File: config.mk
export PLATFORM = sky130hd
export DESIGN_NAME = ifetch_unit_flat
export DESIGN_NICKNAME = d
export VERILOG_FILES = /design/src/rtl/ifetch_unit_if.sv /design/src/rtl/ifetch_unit.sv /design/src/flat_wrapper.sv
export SDC_FILE = /design/constraint.sdc
export NUM_CORES = 1
export LEC_CHECK = 0
export CAP_MARGIN = 10
export CORE_MARGIN = 2
export CORE_UTILIZATION = 35
export DETAILED_ROUTE_END_ITERATION = 7
export PLACE_DENSITY = 0.74
export SETUP_SLACK_MARGIN = 0.1
export SYNTH_ARGS = -nofsm -noshare
export SYNTH_HDL_FRONTEND = slang
export SYNTH_SLANG_ARGS = --single-unit
File: constraint.sdc
create_clock -name clk -period 1.6 [get_ports clk]
set_clock_uncertainty 0.05 [all_clocks]
set_input_delay 0.16 -clock clk [delete_from_list [all_inputs] [get_ports clk]]
set_output_delay 0.16 -clock clk [all_outputs]
set_load 0.05 [all_outputs]
File: src/rtl/ifetch_unit_if.sv
// Fetch-unit bus bundle: instruction-memory request/response, decode handshake and status.
// master = fetch unit side; slave = memory/decode/next-PC environment side.
interface ifetch_unit_if;
  logic [31:0] npc_in;
  logic        imem_req;
  logic [31:0] imem_addr;
  logic        imem_rvalid;
  logic [31:0] imem_rdata;
  logic        inst_valid;
  logic        inst_ready;
  logic [31:0] pc_out;
  logic [31:0] inst_out;
  logic [15:0] imm16;
  logic [25:0] imm26;
  logic        fetch_err;
  logic [31:0] inst_cnt;

  modport master (
    input  npc_in, imem_rvalid, imem_rdata, inst_ready,
    output imem_req, imem_addr, inst_valid, pc_out, inst_out,
           imm16, imm26, fetch_err, inst_cnt
  );

  modport slave (
    output npc_in, imem_rvalid, imem_rdata, inst_ready,
    input  imem_req, imem_addr, inst_valid, pc_out, inst_out,
           imm16, imm26, fetch_err, inst_cnt
  );
endinterface

File: src/rtl/ifetch_unit.sv
// PC register and instruction-fetch controller: one imem request per instruction,
// holds the returned word for decode and takes the next PC on the accept cycle.
module ifetch_unit #(
  parameter logic [31:0] RESET_PC = 32'h0000_3000
) (
  input  logic          clk,
  input  logic          rst,
  ifetch_unit_if.master bus
);

  typedef enum logic [2:0] {
    S_RESET = 3'd0,
    S_REQ   = 3'd1,
    S_WAIT  = 3'd2,
    S_HOLD  = 3'd3,
    S_ERR   = 3'd4
  } state_t;

  state_t      state_q, state_d;
  logic [31:0] pc_q,    pc_d;
  logic [31:0] inst_q,  inst_d;
  logic [31:0] cnt_q,   cnt_d;
  logic        err_q,   err_d;

  always_ff @(posedge clk) begin
    if (rst) begin
      state_q <= S_RESET;
      pc_q    <= RESET_PC;
      inst_q  <= '0;
      cnt_q   <= '0;
      err_q   <= 1'b0;
    end else begin
      state_q <= state_d;
      pc_q    <= pc_d;
      inst_q  <= inst_d;
      cnt_q   <= cnt_d;
      err_q   <= err_d;
    end
  end

  // Response data is only captured in S_WAIT and the PC only moves on an accept,
  // so both stay frozen for the whole of S_HOLD regardless of backpressure.
  always_comb begin
    state_d = state_q;
    pc_d    = pc_q;
    inst_d  = inst_q;
    cnt_d   = cnt_q;
    err_d   = err_q;
    case (state_q)
      S_RESET: state_d = S_REQ;
      S_REQ:   state_d = S_WAIT;
      S_WAIT: begin
        if (bus.imem_rvalid) begin
          inst_d  = bus.imem_rdata;
          state_d = S_HOLD;
        end
      end
      S_HOLD: begin
        if (bus.inst_ready) begin
          cnt_d = cnt_q + 32'd1;
          if (bus.npc_in[1:0] == 2'b00) begin
            pc_d    = bus.npc_in;
            state_d = S_REQ;
          end else begin
            err_d   = 1'b1;
            state_d = S_ERR;
          end
        end
      end
      S_ERR:   state_d = S_ERR;
      default: state_d = S_RESET;
    endcase
  end

  always_comb begin
    bus.imem_req   = (state_q == S_REQ);
    bus.inst_valid = (state_q == S_HOLD);
  end

  assign bus.imem_addr = pc_q;
  assign bus.pc_out    = pc_q;
  assign bus.inst_out  = inst_q;
  assign bus.imm16     = inst_q[15:0];
  assign bus.imm26     = inst_q[25:0];
  assign bus.fetch_err = err_q;
  assign bus.inst_cnt  = cnt_q;

endmodule

File: src/flat_wrapper.sv
// flat-port wrapper written by rule: the top's interface ports become plain ports
module ifetch_unit_flat 
#(
  parameter logic [31:0] RESET_PC = 32'h0000_3000
)
  (clk, rst, bus_npc_in, bus_imem_rvalid, bus_imem_rdata, bus_inst_ready, bus_imem_req, bus_imem_addr, bus_inst_valid, bus_pc_out, bus_inst_out, bus_imm16, bus_imm26, bus_fetch_err, bus_inst_cnt);
  ifetch_unit_if bus_i ();
  input  logic clk;
  input  logic rst;
  input wire logic [$bits(bus_i.npc_in)-1:0] bus_npc_in;
  input wire logic [$bits(bus_i.imem_rvalid)-1:0] bus_imem_rvalid;
  input wire logic [$bits(bus_i.imem_rdata)-1:0] bus_imem_rdata;
  input wire logic [$bits(bus_i.inst_ready)-1:0] bus_inst_ready;
  output wire logic [$bits(bus_i.imem_req)-1:0] bus_imem_req;
  output wire logic [$bits(bus_i.imem_addr)-1:0] bus_imem_addr;
  output wire logic [$bits(bus_i.inst_valid)-1:0] bus_inst_valid;
  output wire logic [$bits(bus_i.pc_out)-1:0] bus_pc_out;
  output wire logic [$bits(bus_i.inst_out)-1:0] bus_inst_out;
  output wire logic [$bits(bus_i.imm16)-1:0] bus_imm16;
  output wire logic [$bits(bus_i.imm26)-1:0] bus_imm26;
  output wire logic [$bits(bus_i.fetch_err)-1:0] bus_fetch_err;
  output wire logic [$bits(bus_i.inst_cnt)-1:0] bus_inst_cnt;
  assign bus_i.npc_in = bus_npc_in;
  assign bus_i.imem_rvalid = bus_imem_rvalid;
  assign bus_i.imem_rdata = bus_imem_rdata;
  assign bus_i.inst_ready = bus_inst_ready;
  assign bus_imem_req = bus_i.imem_req;
  assign bus_imem_addr = bus_i.imem_addr;
  assign bus_inst_valid = bus_i.inst_valid;
  assign bus_pc_out = bus_i.pc_out;
  assign bus_inst_out = bus_i.inst_out;
  assign bus_imm16 = bus_i.imm16;
  assign bus_imm26 = bus_i.imm26;
  assign bus_fetch_err = bus_i.fetch_err;
  assign bus_inst_cnt = bus_i.inst_cnt;
  ifetch_unit #(.RESET_PC(RESET_PC)) u_core (.clk(clk), .rst(rst), .bus(bus_i));
endmodule
After elaboration in Yosys (flattened, before gate mapping)
Index checks and enable logic that the tools add are counted.
{"block": "classes", "addsub": 1, "n_reduce_logical": 7, "n_eq_ne": 6, "n_bitwise": 1, "mux": 4}
{"cell": "adder 32 x 1 -> 32 bit (second input constant)", "count": 1}
{"cell": "one-hot mux 3 bit (5 select lines)", "count": 1}
{"cell": "2-to-1 mux 3 bit", "count": 3}
{"cell": "== test 3 x 2 -> 1 bit (second input constant)", "count": 2}
{"cell": "AND reduction 2 bit", "count": 3}
{"cell": "AND reduction 3 bit", "count": 2}
{"cell": "!= test 2 bit (second input constant)", "count": 2}
{"cell": "== test 3 x 1 -> 1 bit (second input constant)", "count": 1}
{"cell": "== test 3 bit (second input constant)", "count": 1}
{"cell": "zero test 3 bit", "count": 1}
{"cell": "zero test 2 bit", "count": 1}
{"cell": "NOT 1 bit", "count": 1}
{"block": "totals", "input_bits": 68, "word_cells": 24, "reg_bits": 100}

Depth between registers and ports, before layout
Gate-level depths: netlist of the first run.
{"block": "depth", "word_depth": 4, "mapped_depth": 7, "ltp_nobuf": 5}

Worst setup path after synthesis of the first run
No wires, ideal clock.
{"block": "synth_timing", "kind": "register -> register", "start": "reg u_core.cnt_q[0] (netlist: u_core.bus.inst_cnt[0])", "end": "reg u_core.cnt_q[30] (netlist: u_core.bus.inst_cnt[30])", "setup_slack_ps": -548, "setup_ps": 121, "arrival_time_ps": 1977, "path_buffers": 1, "path_stages_with_launch": 7, "required_ps": 1429, "path_cell_list": "dfxtp_1 -> ha_1 -> and2_1 -> nand4_2 -> buf_6 -> nor4_1 -> mux2_2"}
{"block": "synth_via", "elab_chain_len": 1}
{"element": "start, declared", "line": "ifetch_unit.sv:22", "rtl": "logic [31:0] cnt_q, cnt_d;"}
{"element": "start signal, assigned", "line": "ifetch_unit.sv:36", "rtl": "cnt_q <= cnt_d;"}
{"element": "adder 32 x 1 -> 32 bit", "line": "ifetch_unit.sv:60", "rtl": "cnt_d = cnt_q + 32'd1;"}
Every way passes these cells.
A chain may end at the register's enable or synchronous reset.

Final worst setup path of the first run
{"block": "layout_timing", "start": "reg u_core.state_q[2]", "end": "reg u_core.cnt_q[29] (netlist: u_core.bus.inst_cnt[29])"}
{"block": "layout_via", "elab_chain_len": 2}
{"element": "start, declared", "line": "ifetch_unit.sv:19", "rtl": "state_t state_q, state_d;"}
{"element": "start signal, assigned", "line": "ifetch_unit.sv:33", "rtl": "state_q <= state_d;"}
{"element": "== test 3 x 2 -> 1 bit", "line": "ifetch_unit.sv:49", "rtl": "case (state_q)"}
{"element": "AND reduction 2 bit (no line)"}
Every way passes these cells.

==> results of run 1 <==
[flip-flops by register name (all words and copies together) (netlist names)]
name                  cells
u_core.bus.imem_addr     32
u_core.bus.inst_cnt      32
u_core.bus.inst_out      32
u_core.state_q            3
u_core.bus.fetch_err      1
[where the power goes]
part           switching [uW]  total, uW  leakage (uW)  internal, uW
sequential               38.5       2530      0.000832          2490
combinational             520        870       0.00209           349
clock                     937       2180      0.000146          1250
[timing repair]
action | CTS | global route
resized for setup | 33 | 15
buffers inserted | 9 | 3
setup endpoints to repair | 54 | 55
pin swaps | 5 | 2
gates cloned | 6 | 0
[routing by layer]
metal / GRT usage, % / wire length, microns / vias up
li1: - / - / 2216
met1: 20.68 / 5254 / 2100
met2: 34.38 / 7080 / 163
met3: 3.892 / 942 / 15
met4: 7.137 / 234 / 0
met5: 0 / 0 / -
[path summary, 6_finish.rpt]
path / start / end / slack [ns] / cells past startpoint
worst max-delay path: u_core.state_q[2] / u_core.bus.inst_cnt[29] / -0.1 / 5
worst min-delay path: rst / u_core.bus.inst_cnt[8] / 0.22 / 2
worst min register to register: u_core.bus.inst_out[30] / u_core.bus.inst_out[30] / 0.41 / 2
worst max register to register: u_core.state_q[2] / u_core.bus.inst_cnt[29] / -0.1 / 5
[area by class of cell]
| class | count | area, sq um |
|---|---|---|
| clock buffers | 11 | 242.7 |
| clock inverters | 4 | 50.05 |
| fillers | 1123 | 5305 |
| inverters | 5 | 18.77 |
| multi-input cells | 338 | 1931 |
| flip-flops and latches | 100 | 2111 |
| well taps | 172 | 215.2 |
| repair buffers | 311 | 2644 |
[worst reg2reg max path, stage by stage, from the launching register on]
cell,delay [ns]
dfxtp_1,0.31
and4b_2,0.33
nand4_1,0.11
buf_6,0.18
nor4_4,0.28
mux2_4,0.33
[cells by family (layout without fill, tap and decap cells)]
kind of cell / Yosys count / in the layout / synth area share, %
buffers and inverters: 111 / 331 / 16.02
multiplexers: 3 / 3 / 0.7616
AO/OA/AOI/OAI: 105 / 105 / 12.61
AND/OR/NAND/NOR: 219 / 220 / 23.41
XOR/XNOR: 9 / 9 / 1.777
flip-flops: 100 / 100 / 45.13
adder cells (fa/ha/maj): 1 / 1 / 0.2820
[cells in the final DEF, fill, tap and decap left out, types with 12 or more instances in the layout]
master             n
nor2_1            13
o31ai_1           12
buf_4            228
clkdlybuf4s50_1   66
dfxtp_4           28
nand2_1          134
dfxtp_1           69
a21oi_1           76
[through the flow]
step | setup WS, ns | total power (uW)
finish | -0.09757 | 5580
global route | -0.1810 | 5775
CTS | -0.1177 | 5645
detailed placement | -0.4999 | 3436
global placement | -0.4381 | 3423
floorplan | -0.1542 | 3107
==> impl_metrics.env, run 1 <==
export IMPL_outcome="complete, but fails checks"
export IMPL_violations="negative setup slack"
export IMPL_yosys_area_top_type="dfxtp_1"
export IMPL_crit_family="simple AND/OR/NAND/NOR gates"
export IMPL_fin_setup_tns_ns=-1.233
export IMPL_cts_root_buf="clkbuf_16"
export IMPL_syn_inst=548
export IMPL_peakVddDrop_uv=418.9
export IMPL_crit_arrival_ns=1.88
export IMPL_hold_buffers=0
export IMPL_initial_core_util_pct=35.44
export IMPL_boundaryPins=241
export IMPL_finalNonFillerCells=941
export IMPL_area_delta_synth_final_pct=62.60
export IMPL_yosysTopAreaCellShare_pct=45.13
export IMPL_startpoint_type="register"
export IMPL_nNetsFinal=834
export IMPL_ant_nets=0
export IMPL_routed_wl_mm=13.51
export IMPL_synth_edf_count=0
export IMPL_cts_sinks=100
export IMPL_coreArea_sq_um=12520
export IMPL_track_usage_pct=18.52
export IMPL_cts_tree="done"
export IMPL_leakage_uw=0.003068
export IMPL_dr_pass1_iters=4
export IMPL_rsz0062_at_grt="true"
export IMPL_cts_made_buffers=9
export IMPL_fp_dieArea_sq_um=13590
export IMPL_end_kind="register"
export IMPL_post_place_cells=908
export IMPL_yosys_warnings=0
export IMPL_final_cell_area_sq_um=7212
export IMPL_io_buffers=240
export IMPL_vias_per_cell=4.776
export IMPL_floorplan_rows=41
export IMPL_utilization_pct=57.62
export IMPL_synth_common_cells="nand2_1, dfxtp_1, a21oi_1"
export IMPL_via_count=4494
export IMPL_grt_overflow=0
export IMPL_p_per_area_nw_per_um2=773.8
export IMPL_avgSynthCellArea_sq_um=8.094
export IMPL_hold_viol=0
export IMPL_drc=0
export IMPL_wl_per_cell_microns=14.36
export IMPL_globalplace_congestion=0.7619
export IMPL_n_antenna_cell=0
export IMPL_placed_cell_area_sq_um=6553
export IMPL_cp_required_ns=1.78
export IMPL_max_freq_mhz=589.1
export IMPL_cts_buffer_depth=2
export IMPL_die_width_microns=116.6
export IMPL_synth_seq_cells=100
export IMPL_grt_max_degree=47
export IMPL_cts_max_level=3
export IMPL_ys_types=33
export IMPL_finalHoldWorstSlack_ns=0.2218
export IMPL_synth_area_leaders="dfxtp_1, buf_4, nand2_1"
export IMPL_timing_critical_path_buf_inv=1
export IMPL_setup_viol=23
export IMPL_clk_insertion_delay_late_ns=0.35
export IMPL_cpMaxStageDelayCell="and4b_2"
export IMPL_critical_path_peak_fanout=13
export IMPL_fin_ws_ns=-0.09757
export IMPL_worst_pin_slew_ns=0.5365
export IMPL_synthFlopType="dfxtp_1"
export IMPL_maxSlewHeadroom_pct=64.23
export IMPL_worstPathCellList="and4b_2, nand4_1, buf_6, nor4_4, mux2_4"
export IMPL_drtIter0Drc=143
export IMPL_period_share_pct=106.1
export IMPL_synth_async_sr_flop_share_pct=0
export IMPL_die_y_microns=116.6
export IMPL_hpwl_mm=9.701
export IMPL_grt_pass1_vias=4031
export IMPL_grt_antenna_before_repair=0
export IMPL_drv_slew=0
export IMPL_path_class="register to register"
export IMPL_cpPeakStageDelay_ns=0.33
export IMPL_fin_crit_ns=1.698
export IMPL_hold_class="input port to register"
export IMPL_layout_drive_gt1_share_pct=42.52
export IMPL_synth_seq_area_share_pct=45.13
export IMPL_path_clk_slew_ns=0.07
export IMPL_grt_pass1_wl_mm=19.60
export IMPL_cap_violations=0
export IMPL_syn_area_sq_um=4436
export IMPL_yosys_cell_count_top_type="nand2_1"
export IMPL_syn_nets=617
No activity file was read; power rests on OpenSTA's default activity.
==> inputs of run 2 (changes only) <==
ABC_CLOCK_PERIOD_IN_PS = 1600   (was not set)
CORE_ASPECT_RATIO = 1.1   (was not set)
==> impl_metrics.env, run 2 (synthesis gave the netlist of run 1 again) <==
export IMPL_grt_overflow=0
export IMPL_final_common_cell="buf_4"
export IMPL_cts_sinks=100
export IMPL_cts_root_buf="clkbuf_16"
export IMPL_coreArea_sq_um=12480
export IMPL_area_delta_synth_final_pct=62.99
export IMPL_track_usage_pct=17.65
export IMPL_outcome="complete, but fails checks"
export IMPL_hold_viol=0
export IMPL_peakVddDrop_uv=522.6
export IMPL_grt_max_degree=67
export IMPL_setup_viol=53
export IMPL_maxSlewHeadroom_pct=72.35
export IMPL_via_count=4486
export IMPL_post_place_cells=887
export IMPL_rr_worst_depth=5
export IMPL_clk_insertion_delay_late_ns=0.33
export IMPL_cp_required_ns=1.81
export IMPL_leakage_uw=0.003062
export IMPL_die_y_microns=122.1
export IMPL_path_class="register to register"
export IMPL_layout_drive_gt1_share_pct=42.02
export IMPL_io_buffers=240
export IMPL_finalNonFillerCells=921
export IMPL_ant_nets=0
export IMPL_floorplan_rows=43
export IMPL_cts_made_buffers=9
export IMPL_hold_start="rst"
export IMPL_worst_pin_slew_ns=0.4147
export IMPL_end_kind="register"
export IMPL_grt_pass1_wl_mm=19.55
export IMPL_hold_class="input port to register"
export IMPL_worstPathCellList="and4b_2, nand4_1, buf_6, or4_4, a21oi_1"
export IMPL_fin_setup_tns_ns=-3.829
export IMPL_hold_path_end="u_core.bus.inst_cnt[27]"
export IMPL_hold_buffers=0
export IMPL_boundaryPins=241
export IMPL_routed_wl_mm=13.38
export IMPL_globalplace_congestion=0.7883
export IMPL_rr_startpoint="u_core.state_q[2]"
export IMPL_dr_pass1_iters=4
export IMPL_drc=0
export IMPL_startpoint_type="register"
export IMPL_die_width_microns=111.3
export IMPL_wl_per_cell_microns=14.53
export IMPL_max_freq_mhz=574.7
export IMPL_drv_slew=0
export IMPL_period_share_pct=108.7
export IMPL_cap_violations=0
export IMPL_critical_path_peak_fanout=7
export IMPL_grt_antenna_before_repair=0
export IMPL_grt_pass1_vias=4063
export IMPL_r2r_end="u_core.bus.inst_cnt[27]"
export IMPL_cts_max_level=3
export IMPL_fin_crit_ns=1.740
export IMPL_vias_per_cell=4.871
export IMPL_min_path_cells=2
export IMPL_p_per_area_nw_per_um2=779.2
export IMPL_utilization_pct=57.92
export IMPL_hpwl_mm=9.412
export IMPL_violations="negative setup slack"
export IMPL_fp_dieArea_sq_um=13590
export IMPL_cts_buffer_depth=2
export IMPL_drtIter0Drc=242
export IMPL_path_clk_slew_ns=0.07
export IMPL_layout_common_cells="buf_4, nand2_1, a21oi_1"
export IMPL_cts_tree="done"
export IMPL_cpMaxStageDelayCell="or4_4"
export IMPL_n_antenna_cell=0
export IMPL_fin_ws_ns=-0.1400
export IMPL_cpPeakStageDelay_ns=0.47
export IMPL_initial_core_util_pct=35.54
export IMPL_rrSetupSlack_ns=-0.14
export IMPL_nNetsFinal=828
export IMPL_rsz0062_at_grt="true"
export IMPL_crit_arrival_ns=1.95
-- run 2: layout make-up --
type,count,area [sq um]
fill,1110,5253
timing repair buffer,304,2660
sequential,100,2112
multi-input combinational,339,1926
clock buffer,13,292.8
tap,157,196.4
clock inverter,3,23.77
inverter,5,18.77
-- run 2: where the power goes --
part	total (uW)	switching [uW]	internal, uW
clock	2240	940	1300
sequential	2520	37.8	2490
combinational	873	519	353
-- run 2: worst max-delay path: cells and delay by family, from the launching register on --
kind / cells / cell delay, ns
AND/OR/NAND/NOR: 3 / 0.96
AO/OA/AOI/OAI: 1 / 0.14
flip-flops: 1 / 0.32
buffers and inverters: 1 / 0.20
-- run 2: timing repair --
item / CTS / global route
setup buffers: 8 / 3
pin swaps: 5 / 5
gates resized for setup: 20 / 20
gates cloned: 5 / 2
endpoints found under the setup margin: 53 / 60
-- run 2: metal layers --
layer | GRT usage (%) | routed length [microns] | vias to the layer above | part of all wire, %
li1 | - | - | 2201 | -
met1 | 19.64 | 5171 | 2092 | 39
met2 | 33.99 | 7123 | 183 | 53
met3 | 3.134 | 936 | 10 | 7.0
met4 | 5.787 | 147 | 0 | 1.1
met5 | 0 | 0 | - | 0
-- run 2: through the flow --
step	hold WS, ns	setup WS [ns]	total power, uW	area, sq um
floorplan	0.2342	-0.1542	3107	4632
global placement	0.3921	-0.4770	3426	6514
detailed placement	0.4014	-0.5240	3435	6514
CTS	0.1910	-0.1104	5696	7091
global route	0.2140	-0.2116	5848	7229
finish	0.2092	-0.1400	5633	7229
-- run 2: worst max-delay path by stage --
stage / startpoint / endpoint / slack (ns) / cells after the start
final: u_core.state_q[2] / u_core.bus.inst_cnt[27] / -0.14 / 5
after global placement: bus_inst_ready / u_core.bus.inst_cnt[29] / -0.48 / 6
after CTS: u_core.state_q[2] / u_core.bus.inst_cnt[27] / -0.11 / 5
after global routing: u_core.state_q[2] / u_core.bus.inst_cnt[27] / -0.21 / 5
after detailed placement: bus_inst_ready / u_core.bus.inst_cnt[29] / -0.52 / 6
after floorplan: u_core.bus.inst_cnt[3] / u_core.bus.inst_cnt[29] / -0.15 / 5
